### src/rtl/rect_cyl_pkg.sv
`default_nettype none
// ============================================================================
//  Module      : rect_cyl_pkg
//  Description : Shared types and constants for the rectangular-to-cylindrical
//                sequencer (state encoding, widths, theta constants).
//  Revision    : 1.0 - initial release
// ============================================================================
package rect_cyl_pkg;

    localparam int unsigned COORD_W    = 16;
    localparam int unsigned ACC_W      = 32;
    localparam int unsigned SQRT_ITERS = 16;

    localparam logic [COORD_W-1:0] THETA_POS_HALF_PI = 16'h4000;
    localparam logic [COORD_W-1:0] THETA_NEG_HALF_PI = 16'hC000;

    typedef enum logic [2:0] {
        IDLE = 3'd0,
        SQX  = 3'd1,
        SQY  = 3'd2,
        SQRT = 3'd3,
        DIV  = 3'd4,
        DONE = 3'd5
    } state_t;

    // Magnitude of a two's-complement coordinate; -32768 maps to 32768.
    function automatic logic [COORD_W-1:0] mag(input logic [COORD_W-1:0] v);
        return v[COORD_W-1] ? (~v + COORD_W'(1)) : v;
    endfunction

endpackage
`default_nettype wire

### src/rtl/rect_cyl_seq_if.sv
`default_nettype none
// ============================================================================
//  Module      : rect_cyl_seq_if
//  Description : Job/result handshake bundle between a coordinate source,
//                the sequencer and a result sink.
//  Revision    : 1.0 - initial release
// ============================================================================
interface rect_cyl_seq_if;
    import rect_cyl_pkg::*;

    logic               in_valid;
    logic               in_ready;
    logic [COORD_W-1:0] x;
    logic [COORD_W-1:0] y;
    logic [COORD_W-1:0] z;
    logic               out_valid;
    logic               out_ready;
    logic [COORD_W-1:0] r;
    logic [COORD_W-1:0] theta;
    logic [COORD_W-1:0] z_out;
    logic               busy;

    modport master (
        output in_valid, x, y, z, out_ready,
        input  in_ready, out_valid, r, theta, z_out, busy
    );

    modport slave (
        input  in_valid, x, y, z, out_ready,
        output in_ready, out_valid, r, theta, z_out, busy
    );

endinterface
`default_nettype wire

### src/rtl/rect_cyl_div.sv
`default_nettype none
// ============================================================================
//  Module      : rect_cyl_div
//  Description : Serial restoring divider on unsigned magnitudes. The start
//                edge performs the first step; o_done pulses one cycle after
//                the last of DIVIDEND_W steps.
//  Revision    : 1.0 - initial release
// ============================================================================
module rect_cyl_div
    import rect_cyl_pkg::*;
#(
    parameter int unsigned DIVIDEND_W = 30
) (
    input  logic                  clk,
    input  logic                  rst,
    input  logic                  i_start,
    input  logic [DIVIDEND_W-1:0] i_dividend,
    input  logic [COORD_W-1:0]    i_divisor,
    output logic                  o_done,
    output logic [COORD_W-1:0]    o_quotient
);

    localparam int unsigned CNT_W = $clog2(DIVIDEND_W + 1);

    logic [COORD_W-1:0]    r_rem;
    logic [COORD_W-1:0]    r_dvs;
    logic [DIVIDEND_W-1:0] r_quo;
    logic [CNT_W-1:0]      r_cnt;
    logic                  r_run;
    logic                  r_done;

    logic [COORD_W-1:0]    w_rem_in;
    logic [COORD_W-1:0]    w_dvs_in;
    logic [DIVIDEND_W-1:0] w_quo_in;
    logic [COORD_W:0]      w_trial;
    logic                  w_fit;
    logic [COORD_W-1:0]    w_rem_nxt;
    logic [DIVIDEND_W-1:0] w_quo_nxt;

    // r_quo shifts dividend bits out of the top while quotient bits enter below.
    always_comb begin
        w_rem_in  = i_start ? '0         : r_rem;
        w_quo_in  = i_start ? i_dividend : r_quo;
        w_dvs_in  = i_start ? i_divisor  : r_dvs;
        w_trial   = {w_rem_in, w_quo_in[DIVIDEND_W-1]};
        w_fit     = (w_trial >= {1'b0, w_dvs_in});
        w_rem_nxt = w_fit ? COORD_W'(w_trial - {1'b0, w_dvs_in}) : w_trial[COORD_W-1:0];
        w_quo_nxt = {w_quo_in[DIVIDEND_W-2:0], w_fit};
    end

    always_ff @(posedge clk) begin
        if (rst) begin
            r_rem  <= '0;
            r_dvs  <= '0;
            r_quo  <= '0;
            r_cnt  <= '0;
            r_run  <= 1'b0;
            r_done <= 1'b0;
        end else begin
            r_done <= 1'b0;
            if (i_start) begin
                r_rem <= w_rem_nxt;
                r_quo <= w_quo_nxt;
                r_dvs <= i_divisor;
                r_cnt <= CNT_W'(DIVIDEND_W - 1);
                r_run <= 1'b1;
            end else if (r_run) begin
                r_rem <= w_rem_nxt;
                r_quo <= w_quo_nxt;
                r_cnt <= r_cnt - CNT_W'(1);
                if (r_cnt == CNT_W'(1)) begin
                    r_run  <= 1'b0;
                    r_done <= 1'b1;
                end
            end
        end
    end

    assign o_done     = r_done;
    assign o_quotient = r_quo[COORD_W-1:0];

endmodule
`default_nettype wire

### src/rtl/rect_cyl_seq.sv
`default_nettype none
// ============================================================================
//  Module      : rect_cyl_seq
//  Description : Multicycle (x,y,z) -> (r,theta,z) converter sharing one
//                squaring multiplier between the squares and the serial sqrt.
//                Define THETA_EN to add the serial divider that produces theta;
//                otherwise theta is constant zero.
//  Revision    : 1.0 - initial release
// ============================================================================
module rect_cyl_seq
    import rect_cyl_pkg::*;
#(
    parameter int unsigned FRAC_SHIFT = 14
) (
    input  logic           clk,
    input  logic           rst,
    rect_cyl_seq_if.slave  bus
);

    state_t             r_state;
    logic [COORD_W-1:0] r_x;
    logic [COORD_W-1:0] r_y;
    logic [COORD_W-1:0] r_z;
    logic [ACC_W-1:0]   r_acc;
    logic [COORD_W-1:0] r_res;
    logic [3:0]         r_bit;
    logic               r_in_ready;
    logic               r_out_valid;
    logic               r_busy;
    logic [COORD_W-1:0] r_r;
    logic [COORD_W-1:0] r_theta;
    logic [COORD_W-1:0] r_zout;

    logic [COORD_W-1:0]     w_onehot;
    logic [COORD_W-1:0]     w_cand;
    logic signed [COORD_W:0] w_mul_op;
    logic signed [ACC_W:0]  w_mul_ext;
    logic signed [ACC_W:0]  w_prod;
    logic                   w_fit;
    logic [COORD_W-1:0]     w_res_nxt;

    // The single multiplier squares x, then y, then each sqrt candidate.
    always_comb begin
        w_onehot = COORD_W'(1) << r_bit;
        w_cand   = r_res | w_onehot;
        case (r_state)
            SQX:     w_mul_op = {r_x[COORD_W-1], r_x};
            SQY:     w_mul_op = {r_y[COORD_W-1], r_y};
            default: w_mul_op = {1'b0, w_cand};
        endcase
    end

    assign w_mul_ext = (ACC_W+1)'(w_mul_op);
    assign w_prod    = w_mul_ext * w_mul_ext;
    assign w_fit     = ($unsigned(w_prod) <= {1'b0, r_acc});
    assign w_res_nxt = w_fit ? w_cand : r_res;

`ifdef THETA_EN
    localparam int unsigned DIV_W = COORD_W + FRAC_SHIFT;

    logic [COORD_W-1:0] w_x_mag;
    logic [COORD_W-1:0] w_y_mag;
    logic [DIV_W-1:0]   w_dividend;
    logic               w_div_start;
    logic               w_div_done;
    logic [COORD_W-1:0] w_quo;
    logic [COORD_W-1:0] w_theta;

    assign w_x_mag     = mag(r_x);
    assign w_y_mag     = mag(r_y);
    assign w_dividend  = DIV_W'(w_y_mag) << FRAC_SHIFT;
    // First divide step overlaps the last sqrt step so DIV lasts DIV_W cycles.
    assign w_div_start = (r_state == SQRT) && (r_bit == '0);

    rect_cyl_div #(
        .DIVIDEND_W (DIV_W)
    ) u_div (
        .clk        (clk),
        .rst        (rst),
        .i_start    (w_div_start),
        .i_dividend (w_dividend),
        .i_divisor  (w_x_mag),
        .o_done     (w_div_done),
        .o_quotient (w_quo)
    );

    always_comb begin
        if (r_x == '0)
            w_theta = ($signed(r_y) > 0) ? THETA_POS_HALF_PI : THETA_NEG_HALF_PI;
        else if (r_x[COORD_W-1] ^ r_y[COORD_W-1])
            w_theta = -w_quo;
        else
            w_theta = w_quo;
    end
`else
    logic [4:0] w_unused_frac;
    assign w_unused_frac = 5'(FRAC_SHIFT);
`endif

    always_ff @(posedge clk) begin
        if (rst) begin
            r_state     <= IDLE;
            r_x         <= '0;
            r_y         <= '0;
            r_z         <= '0;
            r_acc       <= '0;
            r_res       <= '0;
            r_bit       <= '0;
            r_in_ready  <= 1'b1;
            r_out_valid <= 1'b0;
            r_busy      <= 1'b0;
            r_r         <= '0;
            r_theta     <= '0;
            r_zout      <= '0;
        end else begin
            case (r_state)
                IDLE: begin
                    if (bus.in_valid) begin
                        r_x        <= bus.x;
                        r_y        <= bus.y;
                        r_z        <= bus.z;
                        r_in_ready <= 1'b0;
                        r_busy     <= 1'b1;
                        r_state    <= SQX;
                    end
                end
                SQX: begin
                    r_acc   <= w_prod[ACC_W-1:0];
                    r_state <= SQY;
                end
                SQY: begin
                    r_acc   <= r_acc + w_prod[ACC_W-1:0];
                    r_res   <= '0;
                    r_bit   <= 4'(SQRT_ITERS - 1);
                    r_state <= SQRT;
                end
                SQRT: begin
                    r_res <= w_res_nxt;
                    r_bit <= r_bit - 4'd1;
                    if (r_bit == '0) begin
`ifdef THETA_EN
                        r_state     <= DIV;
`else
                        r_r         <= w_res_nxt;
                        r_theta     <= '0;
                        r_zout      <= r_z;
                        r_out_valid <= 1'b1;
                        r_state     <= DONE;
`endif
                    end
                end
`ifdef THETA_EN
                DIV: begin
                    if (w_div_done) begin
                        r_r         <= r_res;
                        r_theta     <= w_theta;
                        r_zout      <= r_z;
                        r_out_valid <= 1'b1;
                        r_state     <= DONE;
                    end
                end
`endif
                DONE: begin
                    if (bus.out_ready) begin
                        r_out_valid <= 1'b0;
                        r_in_ready  <= 1'b1;
                        r_busy      <= 1'b0;
                        r_state     <= IDLE;
                    end
                end
                default: begin
                    r_out_valid <= 1'b0;
                    r_in_ready  <= 1'b1;
                    r_busy      <= 1'b0;
                    r_state     <= IDLE;
                end
            endcase
        end
    end

    assign bus.in_ready  = r_in_ready;
    assign bus.out_valid = r_out_valid;
    assign bus.busy      = r_busy;
    assign bus.r         = r_r;
    assign bus.theta     = r_theta;
    assign bus.z_out     = r_zout;

endmodule
`default_nettype wire

### src/flat_wrapper.sv
// flat-port wrapper written by rule: the top's interface ports become plain ports
module rect_cyl_seq_flat import rect_cyl_pkg::*;
#(
    parameter int unsigned FRAC_SHIFT = 14
)
  (clk, rst, bus_in_valid, bus_x, bus_y, bus_z, bus_out_ready, bus_in_ready, bus_out_valid, bus_r, bus_theta, bus_z_out, bus_busy);
  rect_cyl_seq_if bus_i ();
  input  logic clk;
  input  logic rst;
  input wire logic [$bits(bus_i.in_valid)-1:0] bus_in_valid;
  input wire logic [$bits(bus_i.x)-1:0] bus_x;
  input wire logic [$bits(bus_i.y)-1:0] bus_y;
  input wire logic [$bits(bus_i.z)-1:0] bus_z;
  input wire logic [$bits(bus_i.out_ready)-1:0] bus_out_ready;
  output wire logic [$bits(bus_i.in_ready)-1:0] bus_in_ready;
  output wire logic [$bits(bus_i.out_valid)-1:0] bus_out_valid;
  output wire logic [$bits(bus_i.r)-1:0] bus_r;
  output wire logic [$bits(bus_i.theta)-1:0] bus_theta;
  output wire logic [$bits(bus_i.z_out)-1:0] bus_z_out;
  output wire logic [$bits(bus_i.busy)-1:0] bus_busy;
  assign bus_i.in_valid = bus_in_valid;
  assign bus_i.x = bus_x;
  assign bus_i.y = bus_y;
  assign bus_i.z = bus_z;
  assign bus_i.out_ready = bus_out_ready;
  assign bus_in_ready = bus_i.in_ready;
  assign bus_out_valid = bus_i.out_valid;
  assign bus_r = bus_i.r;
  assign bus_theta = bus_i.theta;
  assign bus_z_out = bus_i.z_out;
  assign bus_busy = bus_i.busy;
  rect_cyl_seq #(.FRAC_SHIFT(FRAC_SHIFT)) u_core (.clk(clk), .rst(rst), .bus(bus_i));
endmodule
### config.mk
export PLATFORM = sky130hd
export DESIGN_NAME = rect_cyl_seq_flat
export DESIGN_NICKNAME = d
export VERILOG_FILES = /design/src/rtl/rect_cyl_pkg.sv /design/src/rtl/rect_cyl_seq_if.sv /design/src/rtl/rect_cyl_div.sv /design/src/rtl/rect_cyl_seq.sv /design/src/flat_wrapper.sv
export SDC_FILE = /design/constraint.sdc
export NUM_CORES = 1
export LEC_CHECK = 0
export ABC_CLOCK_PERIOD_IN_PS = 10200
export CAP_MARGIN = 15
export CORE_UTILIZATION = 30
export DETAILED_ROUTE_END_ITERATION = 10
export PLACE_DENSITY = 0.5
export SETUP_SLACK_MARGIN = 0.02
export SLEW_MARGIN = 10
export SYNTH_ARGS = -nofsm -noshare
export SYNTH_HDL_FRONTEND = slang
export SYNTH_SLANG_ARGS = --single-unit
### constraint.sdc
create_clock -name clk -period 10.2 [get_ports clk]
set_clock_uncertainty 0.2 [all_clocks]
set_input_delay 2.04 -clock clk [delete_from_list [all_inputs] [get_ports clk]]
set_output_delay 2.04 -clock clk [all_outputs]
set_load 0.01 [all_outputs]
# [Word-level counts from Yosys, hierarchy flattened]
# Cells that the tools add are included.
[word_totals] elab_cells=55 latchBits=0 ram_bits=0 rom_bits=0 output_inout_bits=51 mem_count=0 inputBits=52 regBits=138
[classes] bitwise_logic=3 eq_ne=7 magnitude_cmp=1 addsub=2 n_div=0 shifts=1 n_reduce_logical=11 mul=1 n_mux=17
[ops] operator="$pmux W32 S2" n=1
[ops] operator="$pmux W17 S2" n=1
[ops] operator="$le A33 B32 Y1" n=1
[ops] operator="$mul A17 B17 Y33" n=1
[ops] operator="$add A32 B32 Y32" n=1
[ops] operator="$pmux W16 S2" n=1
[ops] operator="$mux W16" n=1
[ops] operator="$or A16 B16 Y16" n=1
[ops] operator="$shl A1 B4 Y16 const A" n=1
[ops] operator="$pmux W3 S5" n=1
[ops] operator="$mux W3" n=3
[ops] operator="$pmux W1 S3" n=3
[ops] operator="$reduce_and A3 Y1" n=3
[ops] operator="$pmux W4 S2" n=1
[ops] operator="$eq A3 B2 Y1 const B" n=2
[ops] operator="$reduce_or A3 Y1" n=2
[ops] operator="$mux W1" n=5
[ops] operator="$logic_not A4 Y1" n=1
[ops] operator="$ne A2 B2 Y1 const B" n=2
[ops] operator="$reduce_and A2 Y1" n=2
[ops] operator="$reduce_bool A2 Y1" n=2
[ops] operator="$sub A4 B1 Y4 const B" n=1
[ops] operator="$eq A3 B1 Y1 const B" n=1
[ops] operator="$eq A3 B3 Y1 const B" n=1
[ops] operator="other kinds (3)" n=4

# [Longest topological paths before layout]
[logic_depth] depth_word=7 depth_mapped=41 ltp_nobuf=38

# [Worst setup path after synthesis]
# No wires, ideal clock.
[synth_timing] path_type="reg2reg" from="register u_core.r_state[1]" to="register u_core.r_res[11]" path_buffers=3 path_stages_with_launch=40 t_required_ns=9.899 setup_time_ns=0.101 arrival_time_ns=9.065 path_slack_ns=0.834 synth_period_minus_slack_ns=9.366 cell_sequence="dfxtp_1 inv_1 or3_1 nand2_1 buf_2 nor2_1 a221oi_1 inv_1 clkbuf_1 nand2_1 inv_1 fa_1 inv_1 fa_1 inv_1 fa_1 fa_1 fa_1 (+4 left out) and3_1 nand2_1 a21oi_1 a221o_1 o2111ai_2 nand2_1 a41oi_1 xnor2_1 ha_1 inv_1 nor3_1 nand3_1 nor4_1 mux2i_1 o21a_1 or2_1 clkbuf_1 o41ai_1"
[synth_between] elab_chain_len=6 word_cells_on_any_way=9 classes_between="mul (1); order compare (1); eq/ne (3); mux (3); reduce/logical (1)"
[synth_rtl] element="start, declared" line="rect_cyl_seq.sv:20" source="state_t r_state;"
[synth_rtl] element="start signal, assigned" line="rect_cyl_seq.sv:102" source="r_state <= IDLE;"
[synth_rtl] element="start signal, assigned" line="rect_cyl_seq.sv:124" source="r_state <= SQX;"
[synth_rtl] element="start signal, assigned" line="rect_cyl_seq.sv:129" source="r_state <= SQY;"
[synth_rtl] element="$eq A3 B2 Y1 / $eq A3 B1 Y1 (equally long branches)" line="rect_cyl_seq.sv:46, rect_cyl_seq.sv:116"
[synth_rtl] element="$pmux W17 S2" line="rect_cyl_seq.sv:46" source="case (r_state)"
[synth_rtl] element="$mul A17 B17 Y33" line="rect_cyl_seq.sv:54" source="assign w_prod = w_mul_ext * w_mul_ext;"
[synth_rtl] element="$le A33 B32 Y1" line="rect_cyl_seq.sv:55" source="assign w_fit = ($unsigned(w_prod) <= {1'b0, r_acc});"
[synth_rtl] element="$mux W16" line="rect_cyl_seq.sv:56" source="assign w_res_nxt = w_fit ? w_cand : r_res;"
[synth_rtl] element="$pmux W16 S2" line="rect_cyl_seq.sv:116" source="case (r_state)"
[synth_rtl] element="end signal, assigned" line="rect_cyl_seq.sv:138" source="r_res <= w_res_nxt;"
[synth_rtl] element="end, declared" line="rect_cyl_seq.sv:25" source="logic [COORD_W-1:0] r_res;"
# Parallel ways exist; a longest one is shown, timed or not.
# A chain may end at the register's enable or synchronous reset.

# [Final worst setup path]
[layout_timing] from="register u_core.r_state[1]" to="register u_core.r_res[8]"
# The elaborated chain is that of the path after synthesis.

==> metrics <==
status=complete, no violations; height of the chip=240.6 um; cell with the most instances after synthesis=inv_1; initial drt markers=904; final count of hold timing violations=0; CP startpoint=u_core.r_state[1]; # setup viols final=0; switching share of power=43.42%; CTS Sinks=138; Die X=240.6 um; number of enable-type register cells in the synthesized netlist=0; cell internal pwr=1.280 mW; CTS tree=yes; combinational group share of total power=44.6%; instance area after placement=18930 sq um; detail-routed net length per standard cell=17.60 um; total routing resource utilization after global routing=17.74%; worst-path cell with the longest stage delay=fa_1; total clock buffers created by CTS=17; maximum capacitance violations=0; flip-flop cell with the highest count after synthesis=dfxtp_1; aggregate global routing overflow=0; Final Net Count=2560; area share of the largest cell type after synthesis=30.70%; antenna violations before repair=1; remaining antenna violation count=0; async set-or-reset flop fraction in the synthesized netlist=0%; largest cells by area after synthesis=fa_1 31%, dfxtp_1 16%, ha_1 11%; vias=13860; VDD IR-drop max=0.09639 mV; final critical delay including setup and external delays=9.657 ns; vias in the first global route=14470; cell accounting for the most synthesized area=fa_1; Syn Inst Count=2009; hold buffer count at CTS=0; worst slew slack as a fraction of its limit=20.11%; share of the yosys chip area belonging to registers=16.17%; Yosys reg bits=138; Synth warnings=0; Final HPWL DP=40120 um; Crit path required time=10.31 ns; Placer Congestion=0.8789; number of distinct standard cells referenced by the synthesized netlist=76; routed via count divided by cell count=4.836; largest net degree at the start of global routing=69; DRC=0; power density relative to cell area=114.7 nW/um^2; synthesis-to-finish area growth=15.42%; RSZ-0062 raised after global routing=no; wire length reported by the detailed router=50430 um; placed cell count=2822; Cell Rows=87; maximum count of clock buffers along a single path=2; ranking of synthesized cells by instance count=375 x inv_1, 291 x nand2_1, 262 x fa_1; average footprint of a synthesized cell=8.503 sq um; part of the cycle the worst path needs=94.68%; Setup Crit Path Kind=flip-flop to flip-flop; Post-Place Worst Slack=-0.1384 ns; final std cells w/o fill=2865; die area=57900 sq um; Top delay family on crit path=adder cells; global-route wire length before repair=79120 um; leakage power=9.347 nW; level count of the clock H-tree=4; post-route cell area=19720 sq um; biggest fanout along the worst timing path=13; Data arrival, critical path=9.77 ns; length of the first detailed-routing pass in iterations=5; cell type with the highest occurrence count on the critical path=inv_1; clock slew at the register clock pins of the worst setup and hold paths=0.07 ns; Crit. End Element=flip-flop; Clk network pwr share=28.8%; launching element type of the critical path=flip-flop; Hold Path Class=flip-flop to flip-flop; ports placed on the boundary=103; IO buf count=86; max frequency=0.1035 GHz; Initial Util=30.35%; Net Sw Power=0.9824 mW; Clock Tree Root=clkbuf_16; FF-to-FF Start=u_core.r_state[1]; number of max-slew violations in the final report=0; slew of the pin with the lowest slew margin=1.194 ns; clock latency reported for the late side of the worst-skew pair=0.44 ns; part of the total power dissipated in sequential elements=26.6%; worst min-delay path startpoint=u_core.r_z[14]; core area=56280 sq um; # diodes=0; proportion of layout cells with a drive suffix above 1=6.401%; Final WS setup=0.5427 ns; number of filler cells placed in the layout=5931; Synth Cell Area=17080 sq um; delay of the slowest cell on the worst path=0.52 ns; count of buffer and inverter cells on the critical path=7
## worst paths after layout
path | endpoint | cells past startpoint | slack [ns]
min reg2reg | u_core.bus.z_out[14] | 2 | 0.25
min | u_core.bus.z_out[14] | 2 | 0.25
max | u_core.r_res[8] | 35 | 0.54
max reg2reg | u_core.r_res[8] | 35 | 0.54
## registers in the layout, indices dropped and copies added, names as in the netlist, 3 cells and up
name,count
u_core.bus.r,16
u_core.bus.z_out,16
u_core.r_acc,32
u_core.r_bit,4
u_core.r_res,16
u_core.r_state,3
u_core.r_x,16
u_core.r_y,16
u_core.r_z,16
## placed cells by master (no fill, tap or decap), types with 11 or more instances in the layout
| cell | instances |
|---|---|
| fa_1 | 262 |
| a22oi_1 | 15 |
| xor2_1 | 12 |
| ha_1 | 149 |
| nand3_1 | 12 |
| nor3_1 | 18 |
| o21ai_0 | 27 |
| dfxtp_1 | 138 |
| clkdlybuf4s50_1 | 85 |
| a21oi_1 | 184 |
| buf_4 | 59 |
| nand2_1 | 290 |
| clkbuf_16 | 17 |
| a21o_1 | 19 |
| a211oi_1 | 11 |
| xnor2_1 | 56 |
| o21bai_1 | 16 |
| a31oi_1 | 11 |
| inv_1 | 372 |
| nand2b_1 | 16 |
| nor2_1 | 135 |
| conb_1 | 16 |
## power groups by stage
stage / Sequential (mW) / Clock (mW) / Combinational (mW)
3_5_place_dp: 0.613 / 0 / 0.987
6_report: 0.602 / 0.651 / 1.01
3_3_place_gp: 0.612 / 0 / 0.985
2_1_floorplan: 0.607 / 0 / 0.684
4_1_cts: 0.601 / 0.659 / 0.998
5_1_grt: 0.607 / 0.687 / 1.12
## per-stage QoR
| step | utilization [%] | power (mW) | hold WS [ns] | setup TNS (ns) |
|---|---|---|---|---|
| final | 35.03 | 2.262 | 0.2538 | 0 |
| after global routing | 35.03 | 2.415 | 0.2718 | 0 |
| after CTS | 34.82 | 2.258 | 0.2564 | 0 |
| after detailed placement | 33.64 | 1.601 | 0.2460 | -1.114 |
| after global placement | 33.64 | 1.598 | 0.2379 | 0 |
| after floorplan | - | 1.290 | 0.2321 | 0 |
## layer usage
layer  up-vias  track usage (%)  wire length (um)
met5         -                0                 0
met4         0            3.899               736
met2       299            31.51             25160
met1      6958            22.88             22580
met3        45            2.173              1958
li1       6553                -                 -
## what timing repair did
| action | in CTS | in global routing |
|---|---|---|
| pin swaps | 1 | 2 |
| setup endpoints to repair | 16 | 22 |
| setup buffers | 5 | 6 |
| resized for setup | 4 | 20 |
## worst reg2reg max path: cells and delay by family (launching register included)
kind / cells / cell delay (ns)
fa+ha+maj: 8 / 3.58
simple gates: 11 / 2.37
compound gates: 6 / 1.84
buf+inv: 7 / 0.64
xor+xnor: 2 / 0.43
flops: 1 / 0.33
mux: 1 / 0.11
## logic make-up after synthesis
kind of cell             count (synthesis)  share of synthesized area [%]
other                                    1                        0.02195
buffers and inverters                  470                          10.70
AND/OR/NAND/NOR                        528                          12.98
XOR/XNOR                                68                          3.486
flip-flops                             138                          16.17
AO/OA/AOI/OAI                          388                          14.70
adder cells (fa/ha/maj)                412                          41.69
multiplexers                             4                         0.2490
## final cells by class
cell class | count | area (sq um) | area share, %
Tap cell | 756 | 945.9 | 4.798
Sequential cell | 138 | 2763 | 14.01
Inverter | 378 | 1423 | 7.215
Clock buffer | 17 | 425.4 | 2.158
Clock inverter | 15 | 187.7 | 0.9519
Timing Repair Buffer | 145 | 1314 | 6.663
Multi-Input combinational cell | 1416 | 12660 | 64.20
(Power assumes the default switching activity.)
